$ cat config.mk
export PLATFORM = sky130hd
export DESIGN_NAME = regfile_onehot_wr
export DESIGN_NICKNAME = d
export VERILOG_FILES = /design/src/rtl/regfile_onehot_wr.sv
export SDC_FILE = /design/constraint.sdc
export NUM_CORES = 2
export LEC_CHECK = 0
export CAP_MARGIN = 0
export CORE_AREA = 4 4 372 374
export DETAILED_ROUTE_END_ITERATION = 8
export DIE_AREA = 0 0 376 378
export GPL_TIMING_DRIVEN = 0
export SLEW_MARGIN = 10
export SYNTH_ARGS = -nofsm -noshare
export SYNTH_HDL_FRONTEND = slang
export SYNTH_SLANG_ARGS = --single-unit
export TNS_END_PERCENT = 10
$ cat constraint.sdc
create_clock -name clk -period 3 [get_ports clk]
set_clock_uncertainty 0.05 [all_clocks]
set_input_delay 0.3 -clock clk [delete_from_list [all_inputs] [get_ports clk]]
set_output_delay 0.3 -clock clk [all_outputs]
set_load 0.02 [all_outputs]
$ cat src/rtl/regfile_onehot_wr.sv
// 32-entry register file that uses the write decoder's one-hot select directly.
// Define REGFILE_BYPASS_EN to forward same-cycle legal writes to the read ports.
module regfile_onehot_wr #(
    parameter int WIDTH = 32
) (
    input  logic             clk,
    input  logic             reset,
    input  logic             WE,
    input  logic [31:0]      en,
    input  logic [WIDTH-1:0] WD,
    input  logic [4:0]       A1,
    input  logic [4:0]       A2,
    output logic [WIDTH-1:0] RD1,
    output logic [WIDTH-1:0] RD2,
    output logic             onehot_err
);

    logic [WIDTH-1:0] regs [32];
    logic             onehot;
    logic             legal;

    // Exactly one bit set: non-zero and clearing the lowest set bit leaves zero.
    assign onehot = (en != 32'd0) && ((en & (en - 32'd1)) == 32'd0);
    assign legal  = WE && onehot;

    always_ff @(posedge clk or negedge reset) begin
        if (!reset) begin
            for (int i = 0; i < 32; i++) begin
                regs[i] <= '0;
            end
            onehot_err <= 1'b0;
        end else begin
            if (WE && !onehot) begin
                onehot_err <= 1'b1;
            end
            for (int i = 1; i < 32; i++) begin
                if (legal && en[i]) begin
                    regs[i] <= WD;
                end
            end
        end
    end

    always_comb begin
        RD1 = (A1 == 5'd0) ? '0 : regs[A1];
        RD2 = (A2 == 5'd0) ? '0 : regs[A2];
`ifdef REGFILE_BYPASS_EN
        if (legal && (A1 != 5'd0) && en[A1]) begin
            RD1 = WD;
        end
        if (legal && (A2 != 5'd0) && en[A2]) begin
            RD2 = WD;
        end
`else
`endif
    end

endmodule

### Yosys cells after proc, flatten, opt, wreduce, memory -nomap -nowiden

Index checks and enable logic that the tools add are counted.

* register bits after elaboration: 993
* latch bits: 0
* bits in writable memories: 0
* memory bits (read-only): 0
* bits of input ports: 77
* output and inout port bits: 65
* memories: 0

* $add $sub $neg: 1
* multiply operators: 0
* div/mod/pow operators: 0
* order comparisons: 2
* equality and inequality tests: 0
* shifts and indexed selects: 0
* multiplexer cells: 8
* bitwise logic cells: 3
* reduce and logical (&&, ||, !) cells: 39

Operator list (number)
* $bmux W32 S5: 2
* $mux W32: 6
* $logic_and A1 B1 Y1: 34
* $and A32 B32 Y32: 1
* $logic_not A32 Y1: 1
* $reduce_bool A32 Y1: 1
* $sub A32 B1 Y32 const B: 1
* $ge A6 B6 Y1 const B: 2
* $not A5 Y6: 2
* $logic_not A5 Y1: 2
* $logic_not A1 Y1: 1

### Depth between registers and ports, before layout

* depth after elaboration: 6
* mapped depth: 11
* mapped depth without buffers: 7

### Worst setup path before layout

OpenSTA, ideal clock, no wires.

* kind: input to register
* start point: input port en[1]
* end point: register regs[381] (netlist bit)
* setup time: 0.128 ns
* arrival: 3.237 ns
* required time: 2.822 ns
* setup slack: -0.415 ns
* stages: 11
* buffers on the path: 4
* path through: or4_1 > or4b_1 > buf_2 > or4_1 > a22oi_1 > and4_1 > buf_4 > buf_8 > nand4_4 > buf_6 > mux2_1

* cells in the longest elaborated chain, start to end: 6
* elaborated cells on any way between the ends: 7

RTL lines
* start, declared: line 9 `input logic [31:0] en,`
* $sub A32 B1 Y32: line 23 `assign onehot = (en != 32'd0) && ((en & (en - 32'd1)) == 32'd0);`
* $and A32 B32 Y32: line 23
* $logic_not A32 Y1: line 23
* $logic_and A1 B1 Y1 *: line 23
* $logic_and A1 B1 Y1 *: line 24 `assign legal = WE && onehot;`
* $logic_and A1 B1 Y1 *: line 37 `if (legal && en[i]) begin`
* end signal, assigned by index: line 29 `regs[i] <= '0;`
* end signal, assigned by index: line 38 `regs[i] <= WD;`
* end, declared: line 18 `logic [WIDTH-1:0] regs [32];`

Mark *: on every way between the ends. The rest lies on a longest branch, timed or not.
A chain may end at the register's enable or synchronous reset.

### Worst setup path after layout

* start point: input port A2[3]
* end point: output port RD2[1]

* cells in the longest elaborated chain, start to end: 5
* elaborated cells on any way between the ends: 6

RTL lines
* start, declared: line 12 `input logic [4:0] A2,`
* $not A5 Y6 (not written as such): line 46 `RD2 = (A2 == 5'd0) ? '0 : regs[A2];`
* $bmux W32 S5: line 46
* $mux W32 (not written as such) (2 in a row): line 46
* $mux W32 *: line 46
* end, declared: line 14 `output logic [WIDTH-1:0] RD2,`

Mark *: on every way between the ends. The rest lies on a longest branch, timed or not. The select of a mux whose other input is x is not followed.

==> impl_metrics.tcl <==
set metrics [dict create \
    vias_per_cell 6.29 \
    yosysMostFrequentCell "mux2_2" \
    cp_data_arrival_time_ns 2.73 \
    slew_headroom_pct 17.5 \
    first_pass_iters 5 \
    initial_core_util_pct 39.8 \
    startpoint_type "input pin" \
    gr-usage-all-layers_pct 26.9 \
    synth_area_per_cell_sq_um 16.7 \
    grt_max_degree 148 \
    fillers 11600 \
    worst_slew_pin_slew_ns 1.24 \
    synth_common_cells "mux2_2 (1065), dfrtp_1 (993), mux4_2 (576)" \
    routabilityCongestion 0.897 \
    path_depth 5 \
    die_y_microns 378 \
    path_class "input pin to output pin" \
    layout.nets 3628 \
    max_freq_ghz 0.324 \
    pin_count 142 \
    intPower_mw 22.7 \
    grt_pass1_vias 35200 \
    grt_pass1_wl_microns 269000 \
    irDropWorstVdd_mv 0.427 \
    hold_ws_ns -0.281 \
    cp.required_ns 2.65 \
    yosysTopAreaCellShare_pct 46.3 \
    clkPwrFrac_pct 48.5 \
    die-area_sq_um 142000 \
    ys_seq_elements 993 \
    synth_warnings 32 \
    postSynthCellCount 3223 \
    synth-edff-count 0 \
    cts.sinks 993 \
    p_seq_share_pct 44.5 \
    status "complete, but fails checks" \
    synth_top_area_cell "dfrtp_1" \
    critical_path.endpoint_type "output pin" \
    final_hold_viol_count 132 \
    yosysSeqAreaShare_pct 46.3 \
    grt_antenna_before_repair 9 \
    crit_family "buffers and inverters" \
    placement.io_buffers 130 \
    timing.rr.end "regs[514]" \
    drv_slew 0 \
    synthTopCellsByArea "dfrtp_1 (46%), mux4_2 (24%), mux2_2 (22%)" \
    fin_ws_ns -0.0820 \
    insertion_delay_ns 0.72 \
    drtIter0Drc 3286 \
    ff2ff_path_depth 2 \
    cts_buffer_depth 3 \
    clock-root-buffer "clkbuf_16" \
    postSynthNetCount 3300 \
    crit_path_top_delay_cell "buf_1" \
    htree_levels 3 \
    drive_gt1_share_pct 63.4 \
    power_mw 30.1 \
    cts_hold_buf 1 \
    ys.flop_type "dfrtp_1" \
    cts_tree "built" \
    power_switching_mw 7.38 \
    crit_top_cell "buf_1" \
    dpl_cell_area_sq_um 57600 \
    comb_power_share_pct 7.1 \
    drc 0 \
    critPathMaxFanout 10 \
    final_area_sq_um 63900 \
    fp.dieW_microns 376 \
    async_flop_share_pct 100 \
    rsz0062_at_grt "yes" \
    hold_class "input pin to async pin" \
    hpwl_microns 131000 \
    power.density_nw_per_um2 471 \
    drtAntennaViolNets 0 \
    drv_cap 0 \
    grt_overflow 0 \
    wl_per_cell_microns 35.2 \
    core_sq_um 135000 \
    mappedNetlistArea_sq_um 53700 \
    ff2ff_setup_slack_ns 2.03 \
    cts_buffers 112 \
    sw_frac_of_total_pct 24.5 \
    routed_wl_microns 192000 \
    setup_viol 258 \
    crit_path_max_incr_delay_ns 0.84 \
    rr_startpoint "regs[514]" \
    crit_chain "buf_1, buf_1, mux4_2, mux2_4, buf_6" \
    min_period_ns 3.08 \
    p_leak_nw 30.0 \
    rows 135 \
    period_share_pct 103 \
    violations "hold timing, setup timing" \
    syn2layout_area_growth_pct 19.1 \
    crit_buf_inv 3 \
    ys_types 44 \
    cts.reportedPaths.clkPinSlew_ns 0.06 \
    routed-via-count 34200 \
]
[sequential cells by signal (all words and copies together), names as in the netlist]
register and flops:
regs 992, onehot_err 1
[metal layers]
metal / track usage [%] / vias up / share of wire [%]
met1: 36.6 / 18800 / 41
met5: 0 / - / 0.0094
met3: 7.32 / 383 / 8.8
met4: 10.6 / 4 / 4.0
met2: 41.2 / 1511 / 46
li1: - / 13500 / -
[layout make-up]
type                            instances  area (sq um)  share of cell area, %
Timing Repair Buffer                  217          2430                   3.80
Inverter                                3          11.3                 0.0176
Buffer                                356          2980                   4.66
Tap cell                             1781          2230                   3.49
Multi-Input combinational cell       1868         27500                   43.1
Clock buffer                          169          3390                   5.30
Antenna cell                            7          17.5                 0.0274
Sequential cell                       993         24800                   38.9
Clock inverter                         40           499                  0.781
[cells in the final DEF, fill, tap and decap left out, types with 25 or more instances in the layout]
| master | n |
|---|---|
| clkdlybuf4s50_1 | 52 |
| buf_4 | 83 |
| a22o_1 | 63 |
| clkbuf_1 | 134 |
| buf_12 | 25 |
| clkbuf_16 | 128 |
| clkbuf_4 | 28 |
| clkbuf_2 | 29 |
| mux4_2 | 576 |
| buf_2 | 36 |
| mux2_4 | 103 |
| dfrtp_1 | 993 |
| clkbuf_8 | 57 |
| buf_6 | 123 |
| mux2_2 | 1014 |
[power by group through the flow]
stage | clock [mW] | sequential [mW] | combinational (mW)
3_5_place_dp | 0 | 13.6 | 2.00
6_report | 14.6 | 13.4 | 2.12
2_1_floorplan | 0 | 13.6 | 0.856
4_1_cts | 14.8 | 13.4 | 2.11
3_3_place_gp | 0 | 13.7 | 1.87
5_1_grt | 15.4 | 13.4 | 2.22
[what timing repair did]
action,CTS,global route
setup endpoints to repair,1056,1194
gates cloned,5,6
gates resized for setup,844,179
pin swaps,19,13
endpoints found under the hold margin,132,132
setup buffers,57,8
[through the flow]
| stage | worst slack, ns | utilization (%) | cells | hold WS, ns | TNS (ns) |
|---|---|---|---|---|---|
| after floorplan | -0.340 | - | 3223 | -0.0456 | -266.87 |
| after global placement | -45.41 | 42.4 | 5134 | 0.397 | - |
| after detailed placement | -2.35 | 42.7 | 5145 | 0.274 | -1775.64 |
| after CTS | -0.0898 | 46.9 | 5414 | 0.0404 | -6.92 |
| after global routing | -0.148 | 47.4 | 5428 | -0.188 | -31.79 |
| final | -0.0820 | 47.4 | 5434 | -0.281 | -7.70 |
[worst max path at each step]
stage                      endpoint  startpoint
after floorplan           regs[491]       en[1]
after global placement     regs[80]       reset
after detailed placement   regs[78]      en[15]
after CTS                 regs[702]       en[1]
after global routing      regs[557]       en[7]
final                        RD2[1]       A2[3]
[kinds of logic after synthesis]
group | synth area share [%]
AOI/OAI and AO/OA | 1.35
adders and majority gates | 0.0186
buffers and inverters | 3.13
DFF | 46.3
muxes | 48.0
and+or+nand+nor | 1.19
Note: power is estimated with default switching activity, not from simulation.
